## config.mk

```make
export PLATFORM = sky130hd
export DESIGN_NAME = digital_control
export DESIGN_NICKNAME = d
export VERILOG_FILES = /design/src/rtl/digital_control.sv
export SDC_FILE = /design/constraint.sdc
export NUM_CORES = 1
export LEC_CHECK = 0
export ABC_CLOCK_PERIOD_IN_PS = 1520
export BUFFER_PORTS_ARGS = -buffer_cell sky130_fd_sc_hd__buf_4
export CAP_MARGIN = 20
export CORE_AREA = 2 2 39 41
export CTS_CLUSTER_SIZE = 40
export DETAILED_ROUTE_END_ITERATION = 8
export DIE_AREA = 0 0 41 43
export MAX_ROUTING_LAYER = met4
export SLEW_MARGIN = 20
export SYNTH_ARGS = -nofsm -noshare
export SYNTH_HDL_FRONTEND = slang
export SYNTH_SLANG_ARGS = --single-unit
```

## constraint.sdc

```tcl
create_clock -name clk -period 1.52 [get_ports clk]
set_clock_uncertainty 0.2 [all_clocks]
set_input_delay 0 -clock clk [delete_from_list [all_inputs] [get_ports clk]]
set_output_delay 0 -clock clk [all_outputs]
set_load 0.02 [all_outputs]
```

## src/rtl/digital_control.sv

```systemverilog
// Temperature controller: Moore FSM driving heater / cooler / fan speed,
// plus an independent registered out-of-range alarm. All thresholds are
// signed comparisons against the live (unregistered) temperature input.
module digital_control (
    input  logic       clk,
    input  logic       rstN,     // synchronous reset, active-high
    input  logic [7:0] T,        // two's-complement degrees C
    output logic       Heater,
    output logic       Cooler,
    output logic [3:0] CRS,
    output logic       OUT
);

    typedef enum logic [2:0] {
        ST_IDLE  = 3'd0,
        ST_HEAT  = 3'd1,
        ST_COOL4 = 3'd2,
        ST_COOL6 = 3'd3,
        ST_COOL8 = 3'd4
    } state_t;

    state_t      state_r;
    state_t      state_next_s;
    logic        out_r;
    logic        out_next_s;
    logic signed [7:0] temp_s;

    assign temp_s = $signed(T);

    // Next-state logic: one transition per edge, never skipping a state.
    always_comb begin
        state_next_s = state_r;
        case (state_r)
            ST_IDLE: begin
                if (temp_s < 8'sd15) begin
                    state_next_s = ST_HEAT;
                end else if (temp_s > 8'sd35) begin
                    state_next_s = ST_COOL4;
                end else begin
                    state_next_s = ST_IDLE;
                end
            end
            ST_HEAT: begin
                // Heating always passes through IDLE before any cooling.
                if (temp_s >= 8'sd30) begin
                    state_next_s = ST_IDLE;
                end else begin
                    state_next_s = ST_HEAT;
                end
            end
            ST_COOL4: begin
                if (temp_s > 8'sd40) begin
                    state_next_s = ST_COOL6;
                end else if (temp_s < 8'sd25) begin
                    state_next_s = ST_IDLE;
                end else begin
                    state_next_s = ST_COOL4;
                end
            end
            ST_COOL6: begin
                if (temp_s > 8'sd45) begin
                    state_next_s = ST_COOL8;
                end else if (temp_s < 8'sd35) begin
                    state_next_s = ST_COOL4;
                end else begin
                    state_next_s = ST_COOL6;
                end
            end
            ST_COOL8: begin
                if (temp_s < 8'sd40) begin
                    state_next_s = ST_COOL6;
                end else begin
                    state_next_s = ST_COOL8;
                end
            end
            default: begin
                // Unreachable encodings recover to the safe idle state.
                state_next_s = ST_IDLE;
            end
        endcase
    end

    // Alarm condition evaluated on the sampled temperature, FSM-independent.
    always_comb begin
        out_next_s = 1'b0;
        if ((temp_s < 8'sd0) || (temp_s > 8'sd50)) begin
            out_next_s = 1'b1;
        end else begin
            out_next_s = 1'b0;
        end
    end

    // State and alarm registers with synchronous reset taking priority.
    always_ff @(posedge clk) begin
        if (rstN) begin
            state_r <= ST_IDLE;
            out_r   <= 1'b0;
        end else begin
            state_r <= state_next_s;
            out_r   <= out_next_s;
        end
    end

    // Moore output decode from the registered state only.
    always_comb begin
        Heater = 1'b0;
        Cooler = 1'b0;
        CRS    = 4'd0;
        case (state_r)
            ST_IDLE: begin
                Heater = 1'b0;
                Cooler = 1'b0;
                CRS    = 4'd0;
            end
            ST_HEAT: begin
                Heater = 1'b1;
                Cooler = 1'b0;
                CRS    = 4'd0;
            end
            ST_COOL4: begin
                Heater = 1'b0;
                Cooler = 1'b1;
                CRS    = 4'd4;
            end
            ST_COOL6: begin
                Heater = 1'b0;
                Cooler = 1'b1;
                CRS    = 4'd6;
            end
            ST_COOL8: begin
                Heater = 1'b0;
                Cooler = 1'b1;
                CRS    = 4'd8;
            end
            default: begin
                Heater = 1'b0;
                Cooler = 1'b0;
                CRS    = 4'd0;
            end
        endcase
    end

    assign OUT = out_r;

endmodule

```

==> results of run 1 <==
==> cell type report <==
cell class              instances  share of cell area [%]
inverters                       3                    2.05
clock buffers                   3                    4.11
repair buffers                 18                    26.0
multi-input cells              44                    49.3
well taps                      16                    3.65
flip-flops and latches          4                    14.8
==> per-stage QoR <==
step                cell area [µm²]  utilization, %  hold slack, ns
finish                          548            39.6          0.0443
global route                    548            39.6          0.0754
CTS                             539            39.0          0.0289
detailed placement              487            35.2         -0.0301
global placement                487            35.2         -0.0315
floorplan                       378               -          -0.128
==> power breakdown <==
part | total [µW] | internal [µW] | switching, µW
clock network | 127 | 88.0 | 38.7
logic | 135 | 64.3 | 70.9
registers | 126 | 114 | 11.8
==> routing by layer <==
layer	global-route usage (%)	wire, µm	vias to the layer above
met4	2.00	0	0
li1	-	-	236
met3	1.57	56	0
met2	16.9	468	12
met5	-	0	-
met1	18.5	466	202
==> cell families (layout without fill, tap and decap cells) <==
family	count (synthesis)	in the layout	synth area share [%]
other cells	1	1	0.996
buf+inv	6	24	9.30
flops	4	4	21.3
simple gates	27	27	37.9
compound gates	16	16	30.6
==> worst register-to-register path, delay by kind of cell, from the launching register on <==
| family | cells | cell delay (ns) |
|---|---|---|
| compound gates | 1 | 0.21 |
| flops | 1 | 0.38 |
| buf+inv | 1 | 0.07 |
| simple gates | 3 | 0.48 |
==> worst max-delay path by stage <==
stage | startpoint | endpoint | slack, ns | cells after the start
floorplan | state_r[2]$_SDFF_PP0_ | state_r[2]$_SDFF_PP0_ | 0.006 | 5
global placement | state_r[2]$_SDFF_PP0_ | state_r[2]$_SDFF_PP0_ | 0.10 | 5
detailed placement | state_r[2]$_SDFF_PP0_ | state_r[2]$_SDFF_PP0_ | 0.07 | 5
CTS | state_r[2]$_SDFF_PP0_ | state_r[2]$_SDFF_PP0_ | 0.06 | 5
global route | state_r[2]$_SDFF_PP0_ | state_r[2]$_SDFF_PP0_ | 0.006 | 5
finish | state_r[2]$_SDFF_PP0_ | state_r[2]$_SDFF_PP0_ | 0.08 | 5
==> flip-flops by register name, summed over array words and instances (netlist names) <==
name	flops
OUT	1
state_r	3
==> timing repair <==
item,in CTS,in global routing
endpoints found under the hold margin,4,0
resized for setup,0,2
setup endpoints to repair,0,1
hold buffers,3,0
==> placed cells by master (no fill, tap or decap) <==
cell / netlist / final
buf_4: 1 / 15
nand2_1: 5 / 5
nor2_1: 5 / 5
nand4b_1: 1 / 1
nor4_1: 1 / 1
a311o_1: 1 / 1
clkbuf_4: 0 / 3
o31a_1: 1 / 1
a21oi_1: 1 / 1
nor2b_1: 2 / 2
nand3_1: 3 / 3
nand2b_1: 2 / 1
and2_2: 0 / 1
a32o_1: 1 / 1
dfxtp_2: 0 / 1
and3_1: 1 / 1
nor3_1: 2 / 2
o21ai_0: 4 / 4
nand2b_4: 0 / 1
a31oi_1: 3 / 3
a211oi_1: 2 / 2
dfxtp_1: 4 / 3
dlygate4sd3_1: 0 / 3
o311ai_0: 1 / 1
inv_1: 3 / 3
a2bb2oi_1: 1 / 1
conb_1: 1 / 1
and2_1: 2 / 1
nor4b_1: 1 / 1
nand4_1: 2 / 2
o21ba_2: 1 / 1
==> run_results.csv, run 1 <==
group,metric,value,unit
outcome,status,"complete, no violations",
yosys,syn_area,377,µm²
yosys,ys_seq_elements,4,
yosys,ys_warn_count,0,
detailed_routing,drc,0,
cts,post_cts_buffers,0,
yosys,synth_top_area_share,21.3,%
global_routing,antenna_found_initial,0,
floorplan,rows,14,
cts,cts_tree,"done",
yosys,synthArstFlopShare,0,%
setup_path,cp_cell_sequence,"nand2b_4 -> inv_1 -> and2_2 -> a32o_1 -> nor2b_1",
finish,seqCellArea,81.3,µm²
floorplan,core,1380,µm²
setup_path,critPathSlowestCell,"dfxtp_1",
finish,antenna_cells,0,
setup_path,crit_family,"simple AND/OR/NAND/NOR gates",
yosys,synth.area.top_cells,"dfxtp_1 (21%), o21ai_0 (5.3%), a31oi_1 (5.0%)",
setup_path,reg2reg_slack,0.08,ns
hold_path,min-delay-start,"T[5]",
finish,final_nets,84,
hold_path,min_to,"state_r[0]$_SDFF_PP0_",
pwr,ir_drop,0.000223,V
place,place_congestion,0.790,
flow_run,maxCapViolCount,0,
sta,fin_ws,0.0845,ns
setup_path,critPathRequiredTime,1.44,ns
detailed_routing,drtIter0Drc,3,
sta,fin_tns_setup,0,ns
setup_path,reg2regPathDepth,5,
sta,rsz0062_at_grt,"no",
pwr,leakage,0.000238,µW
cts,ctsLongestPathBuffers,2,
cts,cts_root_buffer,"clkbuf_4",
yosys,synth.largest_area_cell,"dfxtp_1",
finish,finalNonFillerCells,88,
yosys,synth_nets,64,
setup_path,r2r-end,"state_r[2]$_SDFF_PP0_",
setup_path,rr_startpoint,"state_r[2]$_SDFF_PP0_",
floorplan,dieArea,1760,µm²
detailed_routing,wl_per_cell,11.3,µm
global_routing,grt_usage,12.1,%
detailed_routing,ant_nets,0,
sta,post-route-period-util,94.4,%
sta,fin_crit,1.44,ns
detailed_routing,first_pass_iters,4,
sta,slew_viol_final,0,
yosys,synth_top_flop_cell,"dfxtp_1",
global_routing,grt_pass1_vias,364,
floorplan,ioPinCount,17,
setup_path,cpPeakStageDelay,0.38,ns
yosys,synth.avg_cell_area,6.97,µm²
cts,worstSkewPairLatency,0.23,ns
floorplan,die_h,43,µm
hold_path,min_path_cells,5,
place,dp_cells,82,
cts,htreeDepth,1,
finish,syn2layout_area_growth,45.5,%
detailed_routing,viasPerCell,5.11,
yosys,post_synth_num_cell_types,28,
place,post-dp-hpwl,743,µm
cts,cts_buffers,3,
setup_path,path_class,"reg2reg",
place,port_buffers,15,
setup_path,worstPathArrival,1.35,ns
yosys,synth_edf_count,0,
setup_path,critPathLaunchType,"flop",
pwr,power.total,388,µW
sta,timing.fmax,697,MHz
place,pre_cts_ws,0.0669,ns
global_routing,grt_max_degree,11,
setup_path,worst_setup_path_end_kind,"flop",
setup_path,crit_fanout,5,
hold_path,min_path_type,"in2reg",
sta,setup_viol,0,
floorplan,die_width,41,µm
yosys,synth_cells,54,
global_routing,overflow,0,
yosys,synth-seq-area-share,21.3,%
detailed_routing,routed_wirelength,990,µm
cts,clock_sinks,4,
detailed_routing,vias,450,
floorplan,initial_utilization,27.2,%
finish,multi_input_area,270,µm²
finish,layout-drive-gt1-share,30.6,%
cts,clk_pin_slew,0.04,ns
pwr,power.density,708,nW/µm²
yosys,netlist_top_cells_count,"nand2_1 (5), nor2_1 (5), dfxtp_1 (4), o21ai_0 (4)",
global_routing,grt_pass1_wl,1.50,mm
sta,hold_viol_final,0,
setup_path,crit_buf_inv,1,
finish,fillers,154,
Power figures use the tool's default switching activity.
==> inputs of run 2 (changes only) <==
--- a/config.mk
+++ b/config.mk
@@ -13,6 +13,7 @@
 export DETAILED_ROUTE_END_ITERATION = 8
 export DIE_AREA = 0 0 41 43
 export MAX_ROUTING_LAYER = met4
+export RECOVER_POWER = 25
 export SLEW_MARGIN = 20
 export SYNTH_ARGS = -nofsm -noshare
 export SYNTH_HDL_FRONTEND = slang
==> run 2 against run 1 <==
Power fell by 0.39%. Count of clock-buffer cells in the layout did not move. Routed wire length increased by 0.30%. Flip-flop and latch count did not move. Combinational power about the same. Cell area down 0.69%. Setup slack got worse by 0.0016 ns. Via count unchanged. First-iteration DRC count unchanged. Die area unchanged.
==> run_results.csv, run 2 (synthesized netlist as in run 1, its figures left out) <==
group,metric,value,unit
setup_path,path_class,"reg2reg",
finish,final_cell_mix,"buf_4 (14), nor2_1 (5), nand2_1 (5), o21ai_0 (4)",
detailed_routing,drtIter0Drc,3,
cts,cts_tree,"done",
floorplan,die_width,41,µm
floorplan,initial_utilization,27.2,%
place,port_buffers,15,
pwr,power.density,710,nW/µm²
setup_path,critPathLaunchType,"flop",
pwr,p_comb_share,34.6,%
sta,post-route-period-util,94.5,%
floorplan,core,1380,µm²
setup_path,crit_cells,5,
setup_path,crit_buf_inv,1,
floorplan,die_h,43,µm
sta,slew_viol_final,0,
global_routing,overflow,0,
global_routing,grt_usage,12.1,%
finish,regMostFlops,"state_r",
setup_path,crit_fanout,5,
global_routing,antenna_found_initial,0,
setup_path,critPathRequiredTime,1.44,ns
detailed_routing,routed_wirelength,993,µm
pwr,leakage,0.000234,µW
pwr,clkPwrFrac,32.8,%
detailed_routing,drc,0,
setup_path,crit_family,"simple AND/OR/NAND/NOR gates",
finish,mostFrequentLayoutCell,"buf_4",
pwr,power.internal,265,µW
pwr,ir_drop,0.000221,V
detailed_routing,first_pass_iters,4,
hold_path,min_path_type,"in2reg",
sta,fin_tns_setup,0,ns
sta,timing.fmax,696,MHz
detailed_routing,ant_nets,0,
detailed_routing,viasPerCell,5.11,
global_routing,grt_pass1_vias,364,
outcome,status,"complete, no violations",
floorplan,dieArea,1760,µm²
hold_path,min_path_cells,5,
cts,ctsLongestPathBuffers,2,
setup_path,worst_setup_path_end_kind,"flop",
global_routing,grt_max_degree,11,
finish,antenna_cells,0,
place,dpl_cell_area,487,µm²
cts,clock_sinks,4,
cts,post_cts_buffers,0,
cts,cts_root_buffer,"clkbuf_4",
place,post-dp-hpwl,743,µm
cts,cts_buffers,3,
sta,hold_viol_final,0,
detailed_routing,wl_per_cell,11.3,µm
detailed_routing,vias,450,
finish,final_nets,84,
setup_path,cp_cell_sequence,"nand2b_4 -> inv_1 -> and2_2 -> a32o_1 -> nor2b_1",
finish,fin_area,544,µm²
finish,largest_reg_flops,3,
global_routing,grt_pass1_wl,1.50,mm
sta,fin_crit,1.44,ns
setup_path,reg2regPathDepth,5,
finish,layout-drive-gt1-share,29.2,%
pwr,swShare,31.4,%
finish,syn2layout_area_growth,44.5,%
floorplan,rows,14,
cts,clk_pin_slew,0.04,ns
floorplan,ioPinCount,17,
flow_run,maxCapViolCount,0,
sta,setup_viol,0,
pwr,power.total,386,µW
setup_path,cpPeakStageDelay,0.38,ns
setup_path,worstPathArrival,1.36,ns
cts,htreeDepth,1,
sta,rsz0062_at_grt,"no",
setup_path,critPathSlowestCell,"dfxtp_1",
pwr,seqPwrFrac,32.6,%
pwr,p_sw,121,µW
place,place_congestion,0.790,
cts,worstSkewPairLatency,0.23,ns
## run 2: changes by cell type in the layout (fill, tap and decap cells not counted), sizes merged
cell and delta:
buf -1, clkbuf +1
## run 2: area by class of cell
type	count	area [µm²]
fill	156	840
clock buffer	3	22.5
timing repair buffer	18	139
inverter	3	11.3
multi-input combinational	44	270
sequential	4	81.3
tap	16	20.0
## run 2: worst paths after layout
check | startpoint | endpoint | slack (ns)
setup / recovery | state_r[2]$_SDFF_PP0_ | state_r[2]$_SDFF_PP0_ | 0.08
hold / removal | T[5] | state_r[0]$_SDFF_PP0_ | 0.04
hold reg to reg | state_r[2]$_SDFF_PP0_ | state_r[1]$_SDFF_PP0_ | 0.44
setup reg to reg | state_r[2]$_SDFF_PP0_ | state_r[2]$_SDFF_PP0_ | 0.08
## run 2: routing by layer
metal / vias up / track usage, % / part of all wire [%]
met5: - / - / 0
met4: 0 / 2.00 / 0
met3: 0 / 1.57 / 5.7
met2: 12 / 16.9 / 47
met1: 202 / 18.5 / 47
li1: 236 / - / -
## run 2: power by group through the flow
stage / clock, µW / sequential, µW / combinational [µW]
6_report: 127 / 126 / 134
5_1_grt: 141 / 128 / 148
4_1_cts: 138 / 123 / 133
3_5_place_dp: 0 / 125 / 126
3_3_place_gp: 0 / 125 / 126
2_1_floorplan: 0 / 121 / 77.5
## run 2: timing repair
action,4_1_cts,5_1_grt
hold buffers,3,0
endpoints found under the setup margin,0,1
resized for setup,0,2
endpoints found under the hold margin,4,0
## run 2: through the flow
step | worst slack [ns] | cells | hold WS [ns] | util (%)
finish | 0.0829 | 88 | 0.0443 | 39.3
global route | 0.00639 | 88 | 0.0754 | 39.3
CTS | 0.0599 | 88 | 0.0289 | 39.0
detailed placement | 0.0669 | 82 | -0.0301 | 35.2
global placement | 0.100 | 82 | -0.0315 | 35.2
floorplan | 0.00613 | 54 | -0.128 | -
## run 2: worst register-to-register path: stages (launching register included)
cell and delay (ns):
dfxtp_1 0.38, nand2b_4 0.16, inv_1 0.07, and2_2 0.20, a32o_1 0.21, nor2b_1 0.12
==> inputs of run 3 (changes only) <==
--- a/config.mk
+++ b/config.mk
@@ -6,12 +6,12 @@
 export NUM_CORES = 1
 export LEC_CHECK = 0
 export ABC_CLOCK_PERIOD_IN_PS = 1520
-export BUFFER_PORTS_ARGS = -buffer_cell sky130_fd_sc_hd__buf_4
 export CAP_MARGIN = 20
 export CORE_AREA = 2 2 39 41
 export CTS_CLUSTER_SIZE = 40
 export DETAILED_ROUTE_END_ITERATION = 8
 export DIE_AREA = 0 0 41 43
+export DONT_BUFFER_PORTS = 1
 export MAX_ROUTING_LAYER = met4
 export RECOVER_POWER = 25
 export SLEW_MARGIN = 20
==> run 3 against run 2 <==
The flow now finishes with violations (hold timing). Sequential power hardly changed. Critical path depth stayed put. Register-to-register slack barely moved. Critical path type unchanged. Largest cell class unchanged. Highest routed layer is now met4.
==> run_results.csv, run 3 (synthesized netlist as in run 1, its figures left out) <==
group,metric,value,unit
outcome,status,"finished with violations",
outcome,violations,"hold timing",
detailed_routing,first_pass_iters,3,
place,port_buffers,0,
detailed_routing,viasPerCell,5.22,
finish,final_nets,75,
sta,whs,-0.190,ns
setup_path,critPathLaunchType,"flop",
detailed_routing,wl_per_cell,13.1,µm
hold_path,min_path_type,"in2reg",
flow_run,maxCapViolCount,0,
sta,post-route-period-util,94.8,%
pwr,ir_drop,0.000214,V
pwr,clkPwrFrac,36.7,%
detailed_routing,vias,412,
sta,timing.fmax,694,MHz
cts,clk_pin_slew,0.04,ns
cts,clock_sinks,4,
detailed_routing,routed_wirelength,1.03,mm
finish,regMostFlops,"state_r",
pwr,p_comb_share,27.4,%
floorplan,die_h,43,µm
global_routing,grt_pass1_vias,391,
sta,fin_tns_setup,0,ns
finish,antenna_cells,0,
sta,fin_ws,0.0796,ns
setup_path,path_class,"reg2reg",
pwr,swShare,30.2,%
cts,cts_tree,"done",
pwr,p_sw,106,µW
cts,ctsResizeCount,0,
setup_path,critPathRequiredTime,1.44,ns
place,pre_cts_ws,0.101,ns
pwr,leakage,0.000188,µW
cts,htreeDepth,1,
finish,final_cell_mix,"nor2_1 (5), nand2_1 (5), dlygate4sd3_1 (5), dfxtp_1 (4), o21ai_0 (4)",
sta,rsz0062_at_grt,"no",
setup_path,worst_setup_path_end_kind,"flop",
pwr,power.density,741,nW/µm²
cts,ctsHoldBuffers,6,
floorplan,initial_utilization,27.2,%
pwr,power.internal,245,µW
place,post-dp-hpwl,779,µm
floorplan,rows,14,
global_routing,antenna_found_initial,0,
floorplan,dieArea,1760,µm²
cts,cts_root_buffer,"clkbuf_4",
global_routing,grt_pass1_wl,1.63,mm
floorplan,die_width,41,µm
floorplan,core,1380,µm²
cts,cts_buffers,3,
detailed_routing,drc,0,
finish,syn2layout_area_growth,25.6,%
global_routing,grt_max_degree,11,
sta,slew_viol_final,0,
pwr,seqPwrFrac,35.9,%
global_routing,grt_usage,13.9,%
global_routing,overflow,0,
setup_path,crit_fanout,5,
detailed_routing,ant_nets,0,
cts,worstSkewPairLatency,0.23,ns
setup_path,worstPathArrival,1.36,ns
detailed_routing,drtIter0Drc,16,
finish,largest_reg_flops,3,
sta,setup_viol,0,
cts,ctsLongestPathBuffers,2,
place,place_congestion,0.784,
sta,hold_viol_final,2,
sta,fin_crit,1.44,ns
floorplan,ioPinCount,17,
finish,layout-drive-gt1-share,12.7,%
## run 3: layer usage
metal | share of wire (%) | GRT usage [%] | vias to the layer above
met4 | 1.4 | 8.00 | 0
li1 | - | - | 221
met2 | 45 | 18.4 | 12
met3 | 7.2 | 3.66 | 2
met5 | 0 | - | -
met1 | 46 | 18.2 | 177
## run 3: worst paths after layout
check	start	end	slack [ns]	cells past startpoint
max reg2reg	state_r[2]$_SDFF_PP0_	state_r[2]$_SDFF_PP0_	0.08	5
min	T[7]	state_r[0]$_SDFF_PP0_	-0.19	2
min reg2reg	state_r[2]$_SDFF_PP0_	state_r[1]$_SDFF_PP0_	0.42	2
max	state_r[2]$_SDFF_PP0_	state_r[2]$_SDFF_PP0_	0.08	5
## run 3: power groups by stage
stage | Sequential, µW | Combinational, µW | Clock [µW]
after floorplan | 121 | 77.5 | 0
after global placement | 127 | 85.5 | 0
after detailed placement | 128 | 85.1 | 0
after CTS | 126 | 99.6 | 136
after global routing | 128 | 106 | 136
final | 126 | 96.1 | 129
## run 3: final cells by class
type	instances	area (µm²)
inverters	3	11.3
flip-flops and latches	4	80.1
multi-input cells	44	263
fillers	154	911
well taps	16	20.0
repair buffers	9	76.3
clock buffers	3	22.5
## run 3: critical path: stages (launching register included)
cell	delay, ns
dfxtp_1	0.37
nand2b_1	0.14
inv_1	0.09
and2_2	0.21
a32o_1	0.21
nor2b_1	0.12
## run 3: through the flow
stage | instance area (µm²) | util (%) | total power (µW) | std cells | hold slack [ns]
6_report | 473 | 34.2 | 351 | 79 | -0.190
5_1_grt | 473 | 34.2 | 370 | 79 | -0.152
4_1_cts | 487 | 35.2 | 361 | 80 | -0.195
3_5_place_dp | 404 | 29.2 | 213 | 71 | -0.126
3_3_place_gp | 404 | 29.2 | 213 | 71 | -0.128
2_1_floorplan | 378 | - | 198 | 54 | -0.128
## run 3: timing repair
| action | in CTS | in global routing |
|---|---|---|
| setup buffers | 0 | 0 |
| hold endpoints to repair | 4 | 2 |
| setup endpoints to repair | 0 | 1 |
